==> config.mk <==
export PLATFORM = sky130hd
export DESIGN_NAME = inst_fetch
export DESIGN_NICKNAME = d
export VERILOG_FILES = /design/src/rtl/inst_fetch.sv
export SDC_FILE = /design/constraint.sdc
export NUM_CORES = 1
export LEC_CHECK = 0
export BUFFER_PORTS_ARGS = -buffer_cell sky130_fd_sc_hd__buf_2
export CORE_UTILIZATION = 55
export DETAILED_ROUTE_END_ITERATION = 6
export PLACE_DENSITY = 0.86
export SLEW_MARGIN = 20
export SYNTH_ARGS = -nofsm -noshare
export SYNTH_HDL_FRONTEND = slang
export SYNTH_SLANG_ARGS = --single-unit
==> constraint.sdc <==
create_clock -name i_clk -period 8.1 [get_ports i_clk]
set_input_delay 1.62 -clock i_clk [delete_from_list [all_inputs] [get_ports i_clk]]
set_output_delay 1.62 -clock i_clk [all_outputs]
set_load 0.01 [all_outputs]
==> src/rtl/inst_fetch.sv <==
// Instruction fetch: single-outstanding memory requester feeding a 2-entry in-order FIFO.
// Optional INST_FETCH_MISALIGN_CHECK_EN: misaligned redirect sets sticky o_misalign and halts fetch.
module inst_fetch #(
  parameter int unsigned       ADDR_W   = 64,
  parameter int unsigned       INST_W   = 32,
  parameter logic [ADDR_W-1:0] RESET_PC = '0
) (
  input  logic              i_clk,
  input  logic              i_rst,
  output logic              o_imem_req,
  output logic [ADDR_W-1:0] o_imem_addr,
  input  logic              i_imem_valid,
  input  logic [INST_W-1:0] i_imem_inst,
  output logic              o_inst_valid,
  output logic [INST_W-1:0] o_inst,
  output logic [ADDR_W-1:0] o_inst_pc,
  input  logic              i_inst_ready,
  input  logic              i_redirect,
  input  logic [ADDR_W-1:0] i_redirect_pc,
  output logic              o_misalign
);

  typedef enum logic [1:0] {S_REQ, S_WAIT, S_FULL} state_e;

  state_e              state_q, state_d;
  logic [ADDR_W-1:0]   pc_q, pc_d;
  logic                drop_q, drop_d;
  logic                misalign_q, misalign_d;
  logic [1:0]          count_q, count_d;
  logic                head_q, head_d;
  logic [INST_W-1:0]   inst_mem_q [2];
  logic [INST_W-1:0]   inst_mem_d [2];
  logic [ADDR_W-1:0]   pc_mem_q [2];
  logic [ADDR_W-1:0]   pc_mem_d [2];

  logic [ADDR_W-1:0]   redirect_pc;
  logic                bad_target;
  logic                fifo_valid;
  logic                push;
  logic                pop;
  logic                wr_idx;

`ifdef INST_FETCH_MISALIGN_CHECK_EN
  assign redirect_pc = i_redirect_pc;
  assign bad_target  = i_redirect && (i_redirect_pc[1:0] != 2'b00);
`else
  assign redirect_pc = i_redirect_pc & ~ADDR_W'(3);
  assign bad_target  = 1'b0;
`endif

  assign fifo_valid = (count_q != 2'd0);
  assign pop        = fifo_valid && i_inst_ready;
  assign push       = (state_q == S_WAIT) && i_imem_valid && !drop_q && !i_redirect && !misalign_q;
  assign wr_idx     = head_q ^ count_q[0];

  always_comb begin
    count_d    = count_q;
    head_d     = head_q;
    inst_mem_d = inst_mem_q;
    pc_mem_d   = pc_mem_q;
    misalign_d = misalign_q | bad_target;
    if (i_redirect) begin
      count_d = '0;
      head_d  = 1'b0;
    end else begin
      if (push) begin
        inst_mem_d[wr_idx] = i_imem_inst;
        pc_mem_d[wr_idx]   = pc_q - ADDR_W'(4);
      end
      if (pop) head_d = ~head_q;
      count_d = count_q + {1'b0, push} - {1'b0, pop};
    end
  end

  // A redirect that coincides with the outstanding response consumes it, so no drop is left pending.
  always_comb begin
    state_d = state_q;
    drop_d  = drop_q;
    pc_d    = pc_q;
    if (misalign_q) begin
      state_d = state_q;
    end else if (i_redirect) begin
      pc_d = redirect_pc;
      unique case (state_q)
        S_REQ: begin
          state_d = S_WAIT;
          drop_d  = 1'b1;
        end
        S_WAIT: begin
          if (i_imem_valid) begin
            state_d = S_REQ;
            drop_d  = 1'b0;
          end else begin
            drop_d  = 1'b1;
          end
        end
        default: state_d = S_REQ;
      endcase
    end else begin
      unique case (state_q)
        S_REQ: begin
          state_d = S_WAIT;
          pc_d    = pc_q + ADDR_W'(4);
        end
        S_WAIT: begin
          if (i_imem_valid) begin
            drop_d  = 1'b0;
            state_d = (!drop_q && count_d == 2'd2) ? S_FULL : S_REQ;
          end
        end
        default: if (pop) state_d = S_REQ;
      endcase
    end
  end

  always_ff @(posedge i_clk) begin
    if (i_rst) begin
      state_q    <= S_REQ;
      pc_q       <= RESET_PC;
      drop_q     <= 1'b0;
      misalign_q <= 1'b0;
      count_q    <= '0;
      head_q     <= 1'b0;
    end else begin
      state_q    <= state_d;
      pc_q       <= pc_d;
      drop_q     <= drop_d;
      misalign_q <= misalign_d;
      count_q    <= count_d;
      head_q     <= head_d;
    end
  end

  always_ff @(posedge i_clk) begin
    inst_mem_q <= inst_mem_d;
    pc_mem_q   <= pc_mem_d;
  end

  always_comb begin
    o_imem_req   = 1'b0;
    o_imem_addr  = '0;
    o_inst_valid = 1'b0;
    o_inst       = '0;
    o_inst_pc    = '0;
    o_misalign   = 1'b0;
    if (!i_rst) begin
      o_misalign = misalign_q;
      if (state_q == S_REQ && !misalign_q) begin
        o_imem_req  = 1'b1;
        o_imem_addr = pc_q;
      end
      if (fifo_valid) begin
        o_inst_valid = 1'b1;
        o_inst       = inst_mem_q[head_q];
        o_inst_pc    = pc_mem_q[head_q];
      end
    end
  end

endmodule

=== Word-level counts from Yosys, hierarchy flattened ===
Cells that the tools add are included.

* $add $sub $neg: 4
* Order comparisons: 3
* Equal/unequal tests: 3
* Muxes and demuxes: 38
* Bitwise operators: 6
* Reduce and logical (&&, ||, !) cells: 23

{| class="wikitable"
|+ Operators by type and width
! cell !! number
|-
| 2-to-1 mux 64 bit || 10
|-
| 2-to-1 mux 32 bit || 6
|-
| bitwise mux 128 bit || 1
|-
| adder 64 x 3 -> 64 bit (second input constant) || 1
|-
| bitwise mux 64 bit || 1
|-
| demux 64 bit (select 1 bit) || 1
|-
| subtractor 64 x 3 -> 64 bit (second input constant) || 1
|-
| demux 32 bit (select 1 bit) || 1
|-
| 2-to-1 mux 2 bit || 6
|-
| nonzero test 2 bit || 5
|-
| 2-to-1 mux 1 bit || 9
|-
| logical AND 1 bit || 8
|-
| case mux 2 bit (2 select lines) || 2
|-
| greater-or-equal comparator 2 bit (second input constant) || 2
|-
| inverter 1 -> 2 bit || 2
|-
| AND reduction 2 bit || 2
|-
| AND reduction 4 bit || 1
|-
| nonzero test 4 bit || 1
|-
| zero test 1 bit || 3
|-
| inverter 1 bit || 3
|-
| AND reduction 3 bit || 1
|-
| adder 2 x 1 -> 2 bit || 1
|-
| == test 2 x 1 -> 1 bit (second input constant) || 1
|-
| == test 2 bit (second input constant) || 1
|-
| 7 further kinds || 7
|}

* Bits in registers: 263
* Input port bits: 101

=== Depth between registers and ports, before layout ===
Gate-level depths: netlist of run 1.

* Word-level depth: 14
* Mapped depth: 12
* Depth with buffers taken out: 10

=== Worst setup path before layout of run 1 ===
Ideal clock, no wire load.

* Kind: input -> register
* Start point: input port i_redirect
* End point: register inst_mem_q[32] in the netlist's numbering, enable pin
* Setup time: 557 ps
* Arrival time: 6,480 ps
* Data required time: 7,543 ps
* Path slack: 1,062 ps
* Cell stages on the path: 5
* Buffers on the path: 2
* Path through: clkbuf_1 -> clkbuf_1 -> nor3b_1 -> nand3_1 -> nor2b_1

* Longest elaborated chain between the ends: 4
* Elaborated cells on any way between the ends: 5
* Classes of those cells: bitwise (1); reduce/logical (4)

{| class="wikitable"
|+ RTL lines
! item !! line !! source
|-
| start, declared || 18 || <nowiki>input logic i_redirect,</nowiki>
|-
| zero test 1 bit || 53 || <nowiki>assign push = (state_q == S_WAIT) && i_imem_valid && !drop_q && !i_redirect && !misalign_q;</nowiki>
|-
| logical AND 1 bit || 53 ||
|-
| logical AND 1 bit || n/a ||
|-
| AND reduction 2 bit (no source line) * || n/a ||
|-
| end signal, assigned || 135 || <nowiki>inst_mem_q <= inst_mem_d;</nowiki>
|-
| end, declared || 31 || <nowiki>logic [INST_W-1:0] inst_mem_q [2];</nowiki>
|}

Every way passes the cells marked *; elsewhere a longest branch is shown, timed or not.
A chain may end at the register's enable or synchronous reset.

=== Final worst setup path of run 1 ===
* Start point: input port i_rst
* End point: output port o_inst_pc[9]

* Longest elaborated chain between the ends: 1

{| class="wikitable"
|+ RTL lines
! item !! line !! source
|-
| start, declared || 9 || <nowiki>input logic i_rst,</nowiki>
|-
| 2-to-1 mux 64 bit || 146 || <nowiki>if (!i_rst) begin</nowiki>
|-
| end, declared || 16 || <nowiki>output logic [ADDR_W-1:0] o_inst_pc,</nowiki>
|}

Every way passes these cells.

==> metrics.cfg, run 1 <==
[run_status]
status=finished, final reports clean

[clocking]
cts_sinks=257
cts_hold_buf=0
clockBufferDepth=3
clk_pin_slew_worst_paths_ns=0.06
cts_made_buffers=28
tritoncts=built
cts.htree.levels=1
cts_setup_buffers=0
clk_latency_ns=0.54
cts_resized=0
root_buffer=clkbuf_16

[min_path]
hold_class=register to register

[yosys]
synth_area_um2=13700
synth_edf_count=188
ys_ff_latch=257
yosysSeqAreaShare_pct=51.4
syn_avg_cell_area_um2=10.0
synth-main-ff-cell=edfxtp_1
async_flop_share_pct=0
syn_inst=1364
ys_types=75
yosysWarnings=0

[floorplanning]
coreArea_um2=24300
dieHeight_um=160
fp.dieArea_um2=25500
rows=57
initial_utilization_pct=56.2
dieWidth_um=160
io_pins=264

[finish]
final_common_cell=buf_2
finalInstanceArea_um2=15900
num-nets-final=1635
final_cell_mix=buf_2, edfxtp_1, nor2_1
syn2layout_area_growth_pct=16.5
multi_input_area_um2=6060
fill_cells=1919
drive_gt1_share_pct=21.7
regArea_um2=7030

[timing]
fmax_mhz=194
hold_viol_final=0
rsz0062_at_grt=false
report.final.setup_viol=0
clock_skew_ns=0.0223
period_minus_slack_ns=5.14
final_min_period_over_clock_period_pct=63.5
worst_pin_slew_ns=1.15
slew_headroom_pct=23.0
fin_setup_tns_ns=0
final-max-slew-violation-count=0

[worst_setup_path]
cp_data_required_time_ns=6.48
worstPathArrival_ns=3.52
reg2reg_slack_ns=4.61
critPathCaptureType=primary output
cpMostUsedCell=buf_2
cp-start-kind=primary input
worstPathCellList=buf_2, inv_1, o21ai_4, buf_4, nor2_1, buf_2
critPathMaxFanout=72
critical_path_class=primary input to primary output
max_stage_delay_ns=0.67
slowest_stage=buf_4

[global_routing]
grt_use_total_pct=28.0
grt_max_degree=90
antenna_found_initial=1
grt_pass1_wl_mm=56.6
grt.overflow.total=0
first_global_vias=10477

[power]
max-vdd-ir-drop_mv=0.179
power_density_nw_per_um2=196
power_mw=3.13
p_leak_nw=5.95

[routing]
vias=11466
wl_per_cell_um=19.7
drc=0
detail_route.wirelength_mm=36.9
drtIter0Drc=1474
viasPerCell=6.11
drtPass1Iterations=6
ant_nets=0

[placed_design]
dpl_cell_area_um2=15000
place_congestion=0.925
dp_hpwl_mm=24.9
numPortBuffers=257

[flow_run]
maxCapViolCount=0

-- worst max-delay path: cells and delay by family --
family | cells | cell delay, ns
buffers and inverters | 4 | 1.29
AOI/OAI and AO/OA | 1 | 0.38
and+or+nand+nor | 1 | 0.14
-- cells in the mapped netlist, types with 14 or more instances --
cell      number  share of area, %
nand2_1       78               2.1
mux2i_1      104               7.6
a21oi_1       47               1.7
or3_1         16              0.73
xnor2_1       42               2.7
and3_1        22               1.0
dfxtp_1       69                10
and2_1        70               3.2
buf_1         14              0.38
nand3_1       55               2.0
nor4_1        25               1.1
xor2_1        19               1.2
buf_2         17              0.62
o21ai_0       31               1.1
a31oi_1       27               1.2
or4_1         16              0.88
nor2_1       162               4.4
inv_1         22              0.60
clkbuf_1     102               2.8
edfxtp_1     188                41
nand4_1       36               1.6
nor3_1        44               1.6
-- final timing paths --
kind	startpoint	end	cells after the start
setup / recovery	i_rst	o_inst_pc[9]	6
hold / removal	drop_q$_SDFFE_PP0P_	drop_q$_SDFFE_PP0P_	2
setup reg to reg	pc_q[15]$_SDFFE_PP0P_	pc_mem_q[46]$_DFFE_PP_	5
hold reg to reg	drop_q$_SDFFE_PP0P_	drop_q$_SDFFE_PP0P_	2
-- metrics by stage --
step	setup WS (ns)	std cells	util, %	hold WS [ns]
6_report	2.96	1877	65.5	0.539
5_1_grt	2.85	1877	65.5	0.587
4_1_cts	2.98	1876	65.5	0.543
3_5_place_dp	2.99	1824	61.6	0.537
3_3_place_gp	3.05	1824	61.6	0.517
2_1_floorplan	1.06	1367	-	0.500
-- where the power goes --
part | leakage, nW | switching, mW | total (mW) | internal, mW
Combinational | 3.21 | 0.184 | 0.299 | 0.115
Clock | 0.462 | 0.514 | 1.30 | 0.787
Sequential | 2.28 | 0.0666 | 1.53 | 1.46
Total | 5.95 | 0.765 | 3.13 | 2.36
-- area by class of cell --
type                       count  share of cell area [%]
multi-input combinational    948                    38.0
clock inverter                19                    1.23
timing repair buffer         272                    8.79
antenna                        1                  0.0157
tap                          324                    2.54
clock buffer                  33                    4.71
inverter                      23                   0.542
sequential                   257                    44.1
-- cells by family (layout without fill, tap and decap cells) --
group                      Yosys count  count (layout)  synth area share, %
xor gates and xnor gates            61              61                 3.91
other                                1               5               0.0274
DFF                                257             257                 51.4
and+or+nand+nor                    579             579                 22.3
buffers and inverters              162             347                 4.75
AOI/OAI and AO/OA                  194             194                 9.47
muxes                              106             106                 7.78
adders and majority gates            4               4                0.366
-- registers in the layout, summed over array words and instances (netlist names) --
register	flops
misalign_d	1
inst_mem_q	64
drop_q	1
head_q	1
pc_mem_q	124
count_q	2
state_q	2
pc_q	62
-- per-layer routing --
metal | track usage (%) | part of all wire (%) | up-vias
met5 | 0 | 0 | -
li1 | - | - | 5335
met1 | 38.1 | 39 | 5345
met4 | 10.3 | 3.2 | 0
met2 | 45.9 | 48 | 682
met3 | 3.66 | 9.6 | 104
Power figures use the tool's default switching activity.
==> inputs of run 2 (changes only) <==
==> constraint.sdc (replaced) <==
create_clock -name i_clk -period 5.3 [get_ports i_clk]
set_input_delay 1.06 -clock i_clk [delete_from_list [all_inputs] [get_ports i_clk]]
set_output_delay 1.06 -clock i_clk [all_outputs]
set_load 0.01 [all_outputs]
==> run 2 against run 1 <==
Net effect:
- clock skew shrank 0.00087 ns
- final area shrank 0.27%
- sequential share of layout area grew 0.12 points
- global-route usage grew 1.2 points
- combinational power grew 54%
- critical path depth is the same
- critical path type unchanged
- critical endpoint is now o_imem_addr[43]
- largest cell class unchanged
- largest power group unchanged
==> metrics.cfg, run 2 (synthesis gave the netlist of run 1 again) <==
[clocking]
clk_pin_slew_worst_paths_ns=0.06
cts_made_buffers=27
cts_setup_buffers=0
cts_resized=0
tritoncts=built
cts_sinks=257
clk_latency_ns=0.54
cts_hold_buf=0
root_buffer=clkbuf_16
cts.htree.levels=1
clockBufferDepth=3

[floorplanning]
fp.dieArea_um2=25500
rows=57
coreArea_um2=24300
dieWidth_um=160
initial_utilization_pct=56.2
io_pins=264
dieHeight_um=160

[power]
p_leak_nw=5.92
max-vdd-ir-drop_mv=0.189
power_density_nw_per_um2=295

[routing]
drc=0
vias=11565
ant_nets=0
detail_route.wirelength_mm=37.8
drtIter0Drc=1286
drtPass1Iterations=6
wl_per_cell_um=20.2
viasPerCell=6.17

[finish]
reg.largest.list=pc_mem_q: 124 flops, inst_mem_q: 64 flops, pc_q: 62 flops
syn2layout_area_growth_pct=16.2
multi_input_area_um2=6060
drive_gt1_share_pct=21.4
final_common_cell=buf_2
regArea_um2=7030
num-nets-final=1634
n_antenna_cell=0
largest_reg_flops=124
top_register=pc_mem_q
finalInstanceArea_um2=15900
fill_cells=1960
final_cell_mix=buf_2, edfxtp_1, nor2_1

[placed_design]
place_congestion=0.902
dpl_cell_area_um2=15000
numPortBuffers=257
dp_hpwl_mm=25.1

[min_path]
hold_class=register to register

[worst_setup_path]
critical_path_class=primary input to primary output
critPathMaxFanout=66
cp-start-kind=primary input
worstPathArrival_ns=2.85
critPathCaptureType=primary output
cp_data_required_time_ns=4.24

[timing]
final-max-slew-violation-count=0
report.final.setup_viol=0
clock_skew_ns=0.0214
hold_viol_final=0
period_minus_slack_ns=3.91
rsz0062_at_grt=false
final_min_period_over_clock_period_pct=73.7
holdWs_ns=0.569
fin_setup_tns_ns=0
fmax_mhz=256
slew_headroom_pct=24.7
worst_pin_slew_ns=1.13

[global_routing]
antenna_found_initial=1
grt_max_degree=111
grt_use_total_pct=29.2
grt_pass1_wl_mm=59.3
grt.overflow.total=0
first_global_vias=10802

[flow_run]
maxCapViolCount=0

[run_status]
status=finished, final reports clean

-- run 2: final timing paths --
| check | cells after the start | slack [ns] | endpoint | startpoint |
|---|---|---|---|---|
| hold reg to reg | 2 | 0.57 | drop_q$_SDFFE_PP0P_ | drop_q$_SDFFE_PP0P_ |
| setup / recovery | 6 | 1.39 | o_imem_addr[43] | i_rst |
| setup reg to reg | 5 | 1.69 | pc_mem_q[44]$_DFFE_PP_ | pc_q[7]$_SDFFE_PP0P_ |
| hold / removal | 2 | 0.57 | drop_q$_SDFFE_PP0P_ | drop_q$_SDFFE_PP0P_ |
-- run 2: cell type report --
| class | instances | area share, % |
|---|---|---|
| Timing Repair Buffer | 272 | 9.05 |
| Inverter | 23 | 0.543 |
| Clock buffer | 34 | 4.54 |
| Clock inverter | 16 | 0.968 |
| Tap cell | 324 | 2.55 |
| Multi-Input combinational cell | 948 | 38.1 |
| Sequential cell | 257 | 44.2 |
-- run 2: report_power, final --
part | internal (mW) | switching [mW] | leakage, nW
Sequential | 2.23 | 0.106 | 2.28
Clock | 1.11 | 0.781 | 0.431
Combinational | 0.178 | 0.282 | 3.21
-- run 2: routing by layer --
| metal | wire, µm | up-vias | share of wire [%] | GRT usage [%] |
|---|---|---|---|---|
| li1 | - | 5331 | - | - |
| met1 | 15200 | 5506 | 40 | 39.8 |
| met2 | 18100 | 637 | 48 | 47.3 |
| met3 | 3200 | 89 | 8.5 | 4.44 |
| met4 | 1280 | 2 | 3.4 | 11.1 |
| met5 | 13 | - | 0.034 | 0 |
-- run 2: stage by stage --
step | power [mW] | util (%) | setup WS, ns | cells
floorplan | 2.65 | - | 0.605 | 1367
global placement | 2.81 | 61.7 | 1.42 | 1824
detailed placement | 2.83 | 61.7 | 1.42 | 1824
CTS | 4.69 | 65.3 | 1.40 | 1874
global route | 4.83 | 65.3 | 1.26 | 1874
finish | 4.68 | 65.3 | 1.39 | 1874
-- run 2: worst max-delay path, stage by stage --
cell and delay [ns]:
buf_2 0.11, buf_4 0.35, nor4_2 0.44, buf_4 0.49
and2_1 0.21, buf_2 0.13
